===== src/rtl/mycpu_reg_scoreboard.sv =====
// Register-file scoreboard and issue controller between ID and EX.
// Keeps a small pending-write counter per architectural register, holds back
// instructions with RAW hazards or a saturated destination counter, releases
// entries on writeback and counts stall cycles.
//
// Handshake: issue_valid/issue_ready follow strict valid/ready semantics. An
// instruction transfers on a rising edge where both are high (fire). ID must
// hold the instruction stable while issue_valid=1 and issue_ready=0.
// issue_ready is a pure function of the presented instruction fields, the
// writeback port, flush and the counters; it never looks at issue_valid.
module mycpu_reg_scoreboard #(
  parameter int NREG      = 32,
  parameter int AW        = 5,
  parameter int CNT_W     = 2,
  parameter int WB_BYPASS = 1
) (
  input  logic            clk,
  input  logic            rst,
  input  logic            issue_valid,
  output logic            issue_ready,
  input  logic [AW-1:0]   issue_rs,
  input  logic [AW-1:0]   issue_rt,
  input  logic            issue_use_rs,
  input  logic            issue_use_rt,
  input  logic            issue_wen,
  input  logic [AW-1:0]   issue_waddr,
  input  logic            wb_valid,
  input  logic [AW-1:0]   wb_waddr,
  input  logic            flush,
  output logic [NREG-1:0] busy_vec,
  output logic [15:0]     stall_cnt,
  output logic            wb_err
);

  localparam logic [CNT_W-1:0] CNT_MAX = '1;
  localparam logic [CNT_W-1:0] CNT_ONE = CNT_W'(1);

  // Per-register pending-write counters; entry 0 never leaves zero.
  logic [CNT_W-1:0] cnt     [NREG];
  logic [CNT_W-1:0] cnt_nxt [NREG];

  logic             fire;
  logic             byp_rs;
  logic             byp_rt;
  logic [CNT_W-1:0] eff_rs;
  logic [CNT_W-1:0] eff_rt;
  logic             hz_rs;
  logic             hz_rt;
  logic             hz_dst;
  logic [NREG-1:0]  inc_vec;
  logic [NREG-1:0]  dec_vec;
  logic             wb_set_err;

  // Hazard detection: a same-cycle writeback retires one pending write of a
  // source (write-before-read regfile), but the destination-full check uses the
  // raw counter so a retiring write never makes room in the same cycle.
  always_comb begin
    byp_rs = (WB_BYPASS != 0) && wb_valid && (wb_waddr == issue_rs) && (cnt[issue_rs] != '0);
    byp_rt = (WB_BYPASS != 0) && wb_valid && (wb_waddr == issue_rt) && (cnt[issue_rt] != '0);
    eff_rs = byp_rs ? (cnt[issue_rs] - CNT_ONE) : cnt[issue_rs];
    eff_rt = byp_rt ? (cnt[issue_rt] - CNT_ONE) : cnt[issue_rt];
    hz_rs  = issue_use_rs && (eff_rs != '0);
    hz_rt  = issue_use_rt && (eff_rt != '0);
    hz_dst = issue_wen && (issue_waddr != '0) && (cnt[issue_waddr] == CNT_MAX);
    issue_ready = !flush && !hz_rs && !hz_rt && !hz_dst;
  end

  assign fire = issue_valid && issue_ready;

  // Per-register increment on accepted writes, decrement on writeback to a
  // register that actually has a write outstanding.
  always_comb begin
    inc_vec = '0;
    dec_vec = '0;
    for (int i = 1; i < NREG; i++) begin
      inc_vec[i] = fire && issue_wen && (issue_waddr == AW'(i));
      dec_vec[i] = wb_valid && (wb_waddr == AW'(i)) && (cnt[i] != '0);
    end
  end

  // Writeback with nothing outstanding is a pipeline bug; register 0 and
  // flush cycles are exempt.
  assign wb_set_err = wb_valid && !flush && (wb_waddr != '0) && (cnt[wb_waddr] == '0);

  // Counter next state: flush wipes everything, inc and dec together cancel.
  always_comb begin
    for (int i = 0; i < NREG; i++) begin
      cnt_nxt[i] = cnt[i];
      if (flush || i == 0) begin
        cnt_nxt[i] = '0;
      end else if (inc_vec[i] && !dec_vec[i]) begin
        cnt_nxt[i] = cnt[i] + CNT_ONE;
      end else if (!inc_vec[i] && dec_vec[i]) begin
        cnt_nxt[i] = cnt[i] - CNT_ONE;
      end
    end
  end

  // State registers: counters, busy view in step with counters, stall counter
  // and sticky writeback error.
  always_ff @(posedge clk or negedge rst) begin
    if (!rst) begin
      for (int i = 0; i < NREG; i++) begin
        cnt[i] <= '0;
      end
      busy_vec  <= '0;
      stall_cnt <= '0;
      wb_err    <= 1'b0;
    end else begin
      for (int i = 0; i < NREG; i++) begin
        cnt[i]      <= cnt_nxt[i];
        busy_vec[i] <= (cnt_nxt[i] != '0);
      end
      if (issue_valid && !issue_ready && (stall_cnt != 16'hFFFF)) begin
        stall_cnt <= stall_cnt + 16'd1;
      end
      if (wb_set_err) begin
        wb_err <= 1'b1;
      end
    end
  end

endmodule


===== config.mk =====
export PLATFORM = sky130hd
export DESIGN_NAME = mycpu_reg_scoreboard
export DESIGN_NICKNAME = d
export VERILOG_FILES = /design/src/rtl/mycpu_reg_scoreboard.sv
export SDC_FILE = /design/constraint.sdc
export NUM_CORES = 1
export LEC_CHECK = 0
export BUFFER_PORTS_ARGS = -buffer_cell sky130_fd_sc_hd__buf_2
export CORE_ASPECT_RATIO = 0.6
export CORE_MARGIN = 4
export CORE_UTILIZATION = 62
export DETAILED_ROUTE_END_ITERATION = 16
export GPL_TIMING_DRIVEN = 0
export HOLD_SLACK_MARGIN = 0.15
export PLACE_DENSITY = 0.94
export SKIP_CTS_REPAIR_TIMING = 1
export SYNTH_ARGS = -nofsm -noshare
export SYNTH_HDL_FRONTEND = slang
export SYNTH_SLANG_ARGS = --single-unit

===== constraint.sdc =====
create_clock -name clk -period 4.93 [get_ports clk]
set_input_delay 0.2465 -clock clk [delete_from_list [all_inputs] [get_ports clk]]
set_output_delay 0.2465 -clock clk [all_outputs]
set_load 0.01 [all_outputs]

==> reports/summary.txt <==
die area -> 0.0180 mm²
unrepaired setup endpoints after global routing -> no
Flop pwr share -> 45.1%
Overall Global Routing Usage -> 40.4%
Setup TNS Final -> 0 ns
Num CTS Buffers -> 9
post-synthesis cell area -> 0.00980 mm²
CP Data Required Time -> 5.18 ns
top cells by area, synth -> dfrtp_1 28%, mux4_2 7.6%, xnor2_1 6.3%, mux2i_1 4.4%, ha_1 4.3%
Tightest Pin Transition -> 1.55 ns
Syn Area/Cell -> 8.60 µm²
Max Cap Violations -> 3
initial core utilization -> 63.6%
Layout area overhead -> 9.53%
Synth Net Count -> 1,202
initial antenna violation count -> 3
overflow left after global routing -> 0
antenna viol nets, final -> 0
Final Slew Violations -> 21
root buf cell -> clkbuf_16
critical path's slowest cell -> nor2_1
register bit total from synthesis -> 110
global-route wire length before repair -> 55,300 µm
WL/cell -> 25.9 µm
DIE HEIGHT -> 105 µm
die width -> 170 µm
total wire length -> 36,900 µm
Post-synth top flop -> dfrtp_1
Post-Synthesis Cells -> 1,140
Crit Path Class -> reg2reg
worst skew pair latency -> 0.37 ns
crit path DAT -> 5.07 ns
f_max -> 208 MHz
Layout Skew -> 0.0207 ns
metal3 WL -> 7540 µm
Met2 Wirelength -> 13,500 µm
highest metal used -> met5
leading area contributor after synthesis -> dfrtp_1
critical path's largest stage delay -> 0.52 ns
status -> complete, but fails checks
Longest Clk Path Bufs -> 2
Vias per Instance -> 7.20
Logic pwr share -> 19.7%
Clock Power Share -> 35.2%
routed length on met1 -> 14,600 µm
WHS -> 0.293 ns
largest net degree at the start of global routing -> 69
row count -> 35
Final Net Count -> 1,278
violations in the final reports -> capacitance limit, slew limit
area fraction of the dominant cell type after synthesis -> 28.1%
synth cell count leaders -> 110 x dfrtp_1, 108 x nor2_1, 80 x nand3_1, 78 x inv_1, 70 x xnor2_1
Ys Warns -> 0
Worst path top cell family by delay -> simple AND/OR/NAND/NOR gates
DP Area -> 0.0104 mm²
Slew HR -> -4.71%
pre-CTS setup slack -> -0.245 ns
drc violations -> 0
most used cell along the critical path -> inv_1
Lkg Pwr -> 3.95 nW
PwrDens -> 201 mW/mm²
Switching Fraction -> 33.8%
Worst-path clk slew -> 0.08 ns
Post-DP HPWL -> 28,000 µm
final hold viol count -> 0
critical path, cell by cell -> inv_1 > mux4_2 > a311o_1 > o22ai_1 > inv_1 > ha_1 > nor4b_1 > o211ai_1 > o311a_4 > or3_4 > buf_6 > buf_2 > nor2_1 > mux2i_1 > a311oi_1
sequential share of the synthesized area -> 28.1%
number of buffers and inverters on the critical path -> 4
core footprint -> 0.0154 mm²
global placement routability congestion -> 1.08
NetSw -> 0.728 mW
Top Ports -> 78
H-tree levels -> 3
setup violators final -> 0
First-pass DRT Iterations -> 9
Clock Sinks -> 110
DR vias -> 10,300
internal power -> 1.43 mW
port buffer count -> 64
CTS tree -> yes
Initial DRC Count -> 1,786
antenna diode count -> 0
worst setup margin -> 0.115 ns
count of different cell masters after synthesis -> 75
final instance area -> 0.0107 mm²
Critical Path Sink Type -> flop
fin crit period -> 4.81 ns
Post-synth EDFFs -> 0
Hold/Removal Path Class -> in2reg
Final Cycle Share -> 97.7%
Util after Layout -> 69.7%
top-count cell post-synth -> dfrtp_1
Setup crit start kind -> flop
share of layout cells above drive strength 1 -> 14.6%
vias in the first global route -> 9,185
Async SR Flop Fraction -> 100%
worst-path fanout max -> 10
Max VDD drop -> 0.000227 V
[sequential cells by signal, indices dropped and copies added (netlist names)]
name,flops
cnt,62
busy_vec,31
stall_cnt,16
wb_err,1
[per-layer routing]
metal,global-route usage [%],vias up
met4,10.1,4
met1,60.1,4838
li1,-,4380
met2,50.6,893
met5,0,-
met3,21.4,138
[layout make-up]
type                    count  area [µm²]
multi-input cells         885        6480
fillers                  1266        4680
flip-flops and latches    110        2760
repair buffers             66         360
inverters                  79         297
plain buffers              65         294
well taps                 203         254
clock buffers              10         229
clock inverters             6        63.8
[power groups by stage]
stage                     logic [mW]  registers, mW  clock network [mW]
after CTS                      0.403          0.969               0.760
after global routing           0.444          0.977               0.796
after global placement         0.392          0.985                   0
final                          0.424          0.971               0.759
after floorplan                0.223          0.994                   0
after detailed placement       0.402          0.986                   0
[logic make-up after synthesis]
logic type,count (synthesis),share of synthesized area (%)
compound gates,182,13.8
xor+xnor,82,7.33
fa+ha+maj,34,4.34
buf+inv,145,6.01
flops,110,28.1
mux,92,13.8
other cells,1,0.0383
simple gates,494,26.6
[cells in the final DEF (no fill, tap or decap), types with 48 or more instances in the layout]
master / count
buf_2: 71
dfrtp_1: 108
inv_1: 78
nand2_1: 62
nand3_1: 80
nor2_1: 108
nor3_1: 48
xnor2_1: 70
[per-stage QoR]
step	power [mW]	std cells
after CTS	2.13	1424
after detailed placement	1.39	1408
after global placement	1.38	1407
after floorplan	1.22	1140
after global routing	2.22	1424
final	2.15	1424
[final timing paths]
| path | startpoint | end | slack [ns] | cells after the start |
|---|---|---|---|---|
| worst max-delay path | cnt[17]$_DFF_PN0_ | busy_vec[2]$_DFF_PN0_ | 0.12 | 15 |
| worst min-delay path | wb_valid | wb_err$_DFFE_PN0P_ | 0.29 | 2 |
| worst max register to register | cnt[17]$_DFF_PN0_ | busy_vec[2]$_DFF_PN0_ | 0.12 | 15 |
| worst min register to register | wb_err$_DFFE_PN0P_ | wb_err$_DFFE_PN0P_ | 0.48 | 1 |
| max in group asynchronous | rst | cnt[10]$_DFF_PN0_ | 3.71 | 3 |
| min in group asynchronous | rst | cnt[19]$_DFF_PN0_ | 0.44 | 2 |
Power figures use the tool's default switching activity.
